`src/rtl/frame_stream_ctrl.sv`:
```
`timescale 1ns/1ps
// Purpose: frame-level gate between the CMOS capture stream and the video processor; whole frames
//          only, enable / single-shot control, optional warm-up skip, geometry check, frame count.
// Latency: 1 clk from in_* to out_*; frame_done/frame_cnt aligned with the registered outputs.
// Backpressure: none; the pixel stream cannot be stalled, frames are either forwarded or dropped.
// Ports: clk/rst (async active-high); enable, single_shot, err_clr control; in_vsync/href/clken/data
//        from capture; out_vsync/href/clken/data to processor; busy, frame_done, frame_cnt,
//        err_hsize, err_vsize status.
module frame_stream_ctrl #(
  parameter logic VSYNC_VALID = 1'b1,
  parameter int   IMG_HDISP   = 16,
  parameter int   IMG_VDISP   = 4,
  parameter int   SKIP_FRAMES = 0,
  parameter int   CNT_W       = 11
) (
  input  logic        clk,
  input  logic        rst,
  input  logic        enable,
  input  logic        single_shot,
  input  logic        err_clr,
  input  logic        in_vsync,
  input  logic        in_href,
  input  logic        in_clken,
  input  logic [15:0] in_data,
  output logic        out_vsync,
  output logic        out_href,
  output logic        out_clken,
  output logic [15:0] out_data,
  output logic        busy,
  output logic        frame_done,
  output logic [7:0]  frame_cnt,
  output logic        err_hsize,
  output logic        err_vsize
);

  localparam logic [1:0] ST_IDLE   = 2'd0;
  localparam logic [1:0] ST_SYNC   = 2'd1;
  localparam logic [1:0] ST_SKIP   = 2'd2;
  localparam logic [1:0] ST_STREAM = 2'd3;

  localparam logic [CNT_W-1:0] CNT_MAX   = '1;
  localparam logic [CNT_W-1:0] HDISP     = CNT_W'(IMG_HDISP);
  localparam logic [CNT_W-1:0] VDISP     = CNT_W'(IMG_VDISP);
  localparam logic [7:0]       SKIP_INIT = 8'(SKIP_FRAMES);

  logic [1:0]       state, state_nxt;
  logic             oneshot, oneshot_nxt;
  logic [7:0]       skip_cnt, skip_cnt_nxt;
  logic             done_nxt;
  logic             vsync_d, href_d;
  logic             se, href_fall, gate;
  logic [CNT_W-1:0] pix_cnt, line_cnt, line_cnt_inc;
  logic             seen_se, hsize_bad, vsize_bad;

  // vsync_d resets to the active level so a vsync already asserted at release is not an edge.
  assign se        = (in_vsync == VSYNC_VALID) && (vsync_d != VSYNC_VALID);
  assign href_fall = href_d && !in_href;
  assign busy      = (state != ST_IDLE);
  // Decide on the next state so the SE cycle opening a stream is forwarded and the closing one is not.
  assign gate      = (state_nxt == ST_STREAM);

  always_comb begin
    state_nxt    = state;
    oneshot_nxt  = oneshot;
    skip_cnt_nxt = skip_cnt;
    done_nxt     = 1'b0;
    case (state)
      ST_IDLE: begin
        if (enable) begin
          state_nxt   = ST_SYNC;
          oneshot_nxt = 1'b0;
        end else if (single_shot) begin
          state_nxt   = ST_SYNC;
          oneshot_nxt = 1'b1;
        end
      end
      ST_SYNC: begin
        if (se) begin
          if (SKIP_FRAMES == 0) begin
            state_nxt = ST_STREAM;
          end else begin
            state_nxt    = ST_SKIP;
            skip_cnt_nxt = SKIP_INIT;
          end
        end else if (!enable && !oneshot) begin
          state_nxt = ST_IDLE;
        end
      end
      ST_SKIP: begin
        if (se) begin
          if (skip_cnt == 8'd1) state_nxt = ST_STREAM;
          else                  skip_cnt_nxt = skip_cnt - 8'd1;
        end else if (!enable && !oneshot) begin
          state_nxt = ST_IDLE;
        end
      end
      default: begin
        // Enable is only re-examined at the frame boundary, so a frame is never cut short.
        if (se) begin
          done_nxt = 1'b1;
          if (oneshot || !enable) state_nxt = ST_IDLE;
        end
      end
    endcase
  end

  // A line ending on the SE cycle still belongs to the frame being closed.
  assign line_cnt_inc = (href_fall && line_cnt != CNT_MAX) ? line_cnt + CNT_W'(1) : line_cnt;
  assign hsize_bad    = busy && href_fall && (pix_cnt != HDISP);
  assign vsize_bad    = busy && se && seen_se && (line_cnt_inc != VDISP);

  always_ff @(posedge clk or posedge rst) begin
    if (rst) begin
      state      <= ST_IDLE;
      oneshot    <= 1'b0;
      skip_cnt   <= 8'd0;
      vsync_d    <= VSYNC_VALID;
      href_d     <= 1'b0;
      pix_cnt    <= '0;
      line_cnt   <= '0;
      seen_se    <= 1'b0;
      err_hsize  <= 1'b0;
      err_vsize  <= 1'b0;
      frame_done <= 1'b0;
      frame_cnt  <= 8'd0;
      out_vsync  <= ~VSYNC_VALID;
      out_href   <= 1'b0;
      out_clken  <= 1'b0;
      out_data   <= 16'd0;
    end else begin
      state    <= state_nxt;
      oneshot  <= oneshot_nxt;
      skip_cnt <= skip_cnt_nxt;
      vsync_d  <= in_vsync;
      href_d   <= in_href;

      if (!busy) begin
        pix_cnt  <= '0;
        line_cnt <= '0;
        seen_se  <= 1'b0;
      end else begin
        if (href_fall)
          pix_cnt <= '0;
        else if (in_href && in_clken && pix_cnt != CNT_MAX)
          pix_cnt <= pix_cnt + CNT_W'(1);
        if (se) begin
          line_cnt <= '0;
          seen_se  <= 1'b1;
        end else begin
          line_cnt <= line_cnt_inc;
        end
      end

      // A fresh error beats a simultaneous clear.
      if (hsize_bad)    err_hsize <= 1'b1;
      else if (err_clr) err_hsize <= 1'b0;
      if (vsize_bad)    err_vsize <= 1'b1;
      else if (err_clr) err_vsize <= 1'b0;

      frame_done <= done_nxt;
      if (done_nxt) frame_cnt <= frame_cnt + 8'd1;

      out_vsync <= gate ? in_vsync : ~VSYNC_VALID;
      out_href  <= gate & in_href;
      out_clken <= gate & in_clken;
      out_data  <= gate ? in_data : 16'd0;
    end
  end

endmodule

```
`config.mk`:
```
export PLATFORM = sky130hd
export DESIGN_NAME = frame_stream_ctrl
export DESIGN_NICKNAME = d
export VERILOG_FILES = /design/src/rtl/frame_stream_ctrl.sv
export SDC_FILE = /design/constraint.sdc
export NUM_CORES = 1
export LEC_CHECK = 0
export ABC_AREA = 1
export BUFFER_PORTS_ARGS = -buffer_cell sky130_fd_sc_hd__buf_2
export CORE_MARGIN = 4
export CORE_UTILIZATION = 55
export DETAILED_ROUTE_END_ITERATION = 12
export PLACE_DENSITY = 0.78
export REMOVE_ABC_BUFFERS = 1
export SLEW_MARGIN = 20
export SYNTH_ARGS = -nofsm -noshare
export SYNTH_HDL_FRONTEND = slang
export SYNTH_SLANG_ARGS = --single-unit
```
`constraint.sdc`:
```
create_clock -name clk -period 6.7 [get_ports clk]
set_clock_uncertainty 0.05 [all_clocks]
set_input_delay 1.34 -clock clk [delete_from_list [all_inputs] [get_ports clk]]
set_output_delay 1.34 -clock clk [all_outputs]
set_load 0.05 [all_outputs]
```
# Yosys cells after proc, flatten, opt, wreduce, memory -nomap -nowiden
# Index checks and enable logic that the tools add are counted.
totals:
  regBits: 66
  in_bits: 24
  output_inout_bits: 31
  wordCells: 83
classes:
  n_addsub: 4
  eq_ne: 10
  mux: 26
  bitwise_logic: 4
  reduce_logical: 23
ops:
  columns: ["operator", "n"]
  rows:
  - ["2-to-1 mux 11 bit", 6]
  - ["adder 11 x 1 -> 11 bit (second input constant)", 2]
  - ["inequality test 11 bit (second input constant)", 2]
  - ["2-to-1 mux 16 bit", 1]
  - ["2-to-1 mux 2 bit", 8]
  - ["logical AND 1 bit", 11]
  - ["inequality test 11 x 3 -> 1 bit (second input constant)", 1]
  - ["inequality test 11 x 5 -> 1 bit (second input constant)", 1]
  - ["2-to-1 mux 1 bit", 10]
  - ["adder 8 x 1 -> 8 bit (second input constant)", 1]
  - ["equality test 8 x 1 -> 1 bit (second input constant)", 1]
  - ["nonzero test 2 bit", 4]
  - ["subtractor 8 x 1 -> 8 bit (second input constant)", 1]
  - ["one-hot mux 2 bit (3 select lines)", 1]
  - ["equality test 2 bit (second input constant)", 2]
  - ["logical NOT 1 bit", 3]
  - ["inequality test 3 x 1 -> 1 bit (second input constant)", 1]
  - ["AND reduction 3 bit", 1]
  - ["OR reduction 3 bit", 1]
  - ["bitwise AND 1 bit", 2]
  - ["equality test 2 x 1 -> 1 bit (second input constant)", 1]
  - ["logical NOT 2 bit", 1]
  - ["inequality test 2 x 1 -> 1 bit (second input constant)", 1]
  - ["inverter 1 bit", 2]
  - ["other kinds (2)", 2]

# Logic depth before layout (Yosys ltp)
logic_depth:
  ltp_word: 7
  ltp_mapped: 13
  depth_no_buf: 13

# Least setup slack after synthesis
# Ideal clock, no wire load.
synth_timing:
  kind: "in2reg"
  start: "input in_href"
  end: "register err_vsize"
  arrival_ns: 2.288
  setup_slack_ns: 4.244
  cell_stages: 10
  n_path_buf: 0
  cell_sequence: "inv_1 -> nand2_1 -> nor2_1 -> nand3_1 -> nand2_2 -> nand3_2 -> nor2_2 -> nand3_1 -> nand2_1 -> nand2_1"
synth_between:
  elab_chain_cells: 7
  elab_cells_between_ends: 8
synth_rtl:
  columns: ["item", "line", "text"]
  rows:
  - ["from (decl)", "22", "input logic in_href,"]
  - ["logical NOT 1 bit (*)", "57", "assign href_fall = href_d && !in_href;"]
  - ["logical AND 1 bit (*)", "57", null]
  - ["logical AND 1 bit (*)", "108", "assign line_cnt_inc = (href_fall && line_cnt != CNT_MAX) ? line_cnt + CNT_W'(1) : line_cnt;"]
  - ["2-to-1 mux 11 bit (*)", "108", null]
  - ["inequality test 11 x 3 -> 1 bit (*)", "110", "assign vsize_bad = busy && se && seen_se && (line_cnt_inc != VDISP);"]
  - ["logical AND 1 bit (*)", "110", null]
  - ["2-to-1 mux 1 bit or nonzero test 2 bit (tied branches)", null, null]
  - ["to (signal assigned)", "123", "err_vsize <= 1'b0;"]
  - ["to (signal assigned)", "157", "if (vsize_bad) err_vsize <= 1'b1;"]
  - ["to (signal assigned)", "158", "else if (err_clr) err_vsize <= 1'b0;"]
  - ["to (decl)", "33", "output logic err_vsize"]
# Every way passes the cells marked *; elsewhere a longest branch is shown, timed or not.
# A chain may end at the register's enable or synchronous reset.

# Final worst setup path
layout_timing:
  start: "register state[1]"
  end: "output busy"
layout_between:
  elab_chain_cells: 1
layout_rtl:
  columns: ["item", "line", "text"]
  rows:
  - ["from (decl)", "46", "logic [1:0] state, state_nxt;"]
  - ["from (signal assigned)", "131", "state <= state_nxt;"]
  - ["nonzero test 2 bit", "58", "assign busy = (state != ST_IDLE);"]
  - ["to (decl)", "29", "output logic busy,"]
# No other way between the ends.

==> flow_summary.toml <==
[grt]
grt_start_max_net_pins = 67
antenna_found_initial = 0
grt_use_total_pct = 19.72
grt_pass1_wl_mm = 11.08
first_global_vias = 2642
grt_remaining_overflow = 0

[clocking]
cts_max_path_buffers = 2
htreeDepth = 3
cts_root_buf = "clkbuf_8"
numClockSinks = 66
clk_pin_slew_ps = 70
cts_buffers = 9
cts_tree = "built"
worst_skew_pair.late_latency_ps = 340
postCtsSetupRepairBufs = 0
ctsResizeCount = 0
hold_buffers = 0

[yosys]
synth-main-ff-cell = "dfrtp_1"
synth_edf_count = 0
synth_top_family_by_area = "simple AND/OR/NAND/NOR gates"
synthArstFlopShare_pct = 100.0
synth_cell_types = 32
synth-compound-area-share_pct = 5.079
synth_simple_gate_area_share_pct = 26.55
synthesis.area_sq_um = 3153
netlist_instances = 376
synthXorXnorAreaFrac_pct = 3.611
synth-adder-area-share_pct = 2.381
ys_seq_elements = 66
yosysSeqAreaShare_pct = 52.42
muxShareOfSynthArea_pct = 0.6746
yosysWarnings = 0
synth_area_per_cell_sq_um = 8.386

[sta]
drv_slew = 0
setup_viol = 0
max_freq_ghz = 0.3501
fin_crit_sh_pct = 42.63
fin_crit_ps = 2857
fin_tns_setup_ps = 0
rsz0062_at_grt = "false"
relSlewSlack_pct = 47.19
hold_viol = 0
worst-slew-pin-transition_ps = 792.1

[cells_and_area]
regArea_sq_um = 1653
multi_input_area_sq_um = 1207
drive_gt1_share_pct = 21.44
nNetsFinal = 468
area.growth.synth_to_final_pct = 18.37
fill_cells = 455
diodes = 0
final_area_sq_um = 3732

[worst_setup_path]
crit_path_end_kind = "output port"
crit_start = "state[1]$_DFF_PP0_"
crit_arrival_ps = 1470
worstPathRequired_ps = 5310
timing.rr.start = "pix_cnt[0]$_DFFE_PP0P_"
r2r_slack_ps = 4550
path_max_fanout = 7
startpoint_type = "flop"
path_class = "reg2out"

[placed_design]
hpwlAfterDp_mm = 4.437
portBuffers = 54
gp_congestion = 0.8778
place_area_sq_um = 3491

[floorplanning]
core_area_sq_um = 5540
num_rows = 27
io_pins = 55
start_util_pct = 56.91
die-area_sq_um = 7008
die_w_um = 83.72
die_h_um = 83.72

[drt]
wirelength_mm = 6.207
via_per_inst = 4.889
drc = 0
drtAntennaViolNets = 0
drtPass1Iterations = 4
dr.first_iter.drc_count = 133
vias = 2518
avgRoutedWirePerCell_um = 12.05

[power_and_ir_drop]
power.leakage_nw = 2.018
total_power_w = 0.001484
max-vdd-ir-drop_uv = 301.7
powerDensity_nw_per_um2 = 397.6

[status]
status = "finished clean"

[min_path]
hp-start = "frame_cnt[7]$_DFFE_PP0P_"
holdCritPathClass = "reg2reg"

[run]
maxCapViolations = 0
-- synthesized netlist by cell type (3+ instances only) --
master | count | area [sq um]
a21oi_1 | 13 | 65.06
dfrtp_1 | 65 | 1627
ha_1 | 6 | 75.07
inv_1 | 68 | 255.2
nand2_1 | 70 | 262.8
nand2_2 | 6 | 37.54
nand3_1 | 22 | 110.1
nand4_1 | 6 | 37.54
nor2_1 | 61 | 229.0
nor2_2 | 3 | 18.77
nor2_4 | 4 | 45.04
nor3_1 | 7 | 35.03
o21ai_0 | 12 | 60.06
xnor2_1 | 3 | 26.28
xor2_1 | 10 | 87.58
-- per-stage QoR --
stage	worst slack, ps	std cells	util, %	hold slack, ps
after floorplan	3657	372	-	391.6
after global placement	3976	499	63.01	404.9
after detailed placement	3909	499	63.01	408.4
after CTS	3810	515	67.37	422.8
after global routing	3651	515	67.37	432.6
final	3844	515	67.37	419.9
-- routing by layer --
metal / up-vias / share of wire, % / global-route usage (%)
met3: 19 / 6.2 / 5.133
met5: - / 0 / 0
met4: 0 / 2.9 / 11.11
met1: 1150 / 43 / 22.26
met2: 74 / 48 / 33.69
li1: 1275 / - / -
-- layout by cell type, fill, tap and decap left out, types with 2 or more instances in the layout --
master	Yosys	layout
buf_2	0	54
o21ai_0	12	12
xor2_1	10	10
nor3_1	7	7
dfrtp_1	65	65
a21oi_1	13	13
nand2_1	70	70
inv_1	68	67
clkbuf_8	0	9
clkinv_2	0	2
xnor2_1	3	3
nand4_1	6	6
inv_2	2	3
ha_1	6	6
nor2_1	61	61
nand3_1	22	22
nor2_4	4	4
nand2_2	6	6
o21ai_1	2	2
bufinv_16	0	3
nor2_2	3	3
clkinv_4	0	2
-- final timing paths --
check                                           endpoint  depth (start not counted)
worst max-delay path                                busy                          3
worst min-delay path            frame_cnt[7]$_DFFE_PP0P_                          1
worst max register to register    pix_cnt[5]$_DFFE_PP0P_                         11
worst min register to register  frame_cnt[7]$_DFFE_PP0P_                          1
max in group asynchronous             out_href$_DFF_PP0_                          3
min in group asynchronous         pix_cnt[6]$_DFFE_PP0P_                          3
-- final cells by class --
cell class / count / share of cell area (%)
Multi-Input combinational cell: 236 / 32.35
Timing Repair Buffer: 55 / 7.442
Tap cell: 72 / 2.414
Clock buffer: 9 / 3.319
Inverter: 70 / 7.040
Clock inverter: 7 / 3.151
Sequential cell: 66 / 44.28
-- critical path, stage by stage, from the launching register on --
cell and delay, ps:
dfrtp_1 410, nor2_1 360, inv_1 120, buf_2 230
-- kinds of logic after synthesis --
family / after synthesis
AOI/OAI and AO/OA: 30
muxes: 2
DFF: 66
xor gates and xnor gates: 13
adders and majority gates: 6
buffers and inverters: 74
and+or+nand+nor: 185
-- report_power, final --
| part | switching (W) | leakage, nW | total (W) | internal, W |
|---|---|---|---|---|
| clock | 0.000157 | 0.123 | 0.000404 | 0.000247 |
| combinational | 0.000420 | 1.02 | 0.000538 | 0.000119 |
| sequential | 0.0000520 | 0.873 | 0.000542 | 0.000490 |
-- flip-flops by register name, summed over array words and instances (netlist names), 2 cells and up --
name and count:
out_data 16, pix_cnt 11, frame_cnt 8, line_cnt 11, skip_cnt 8, state 2
Power figures use the tool's default switching activity.
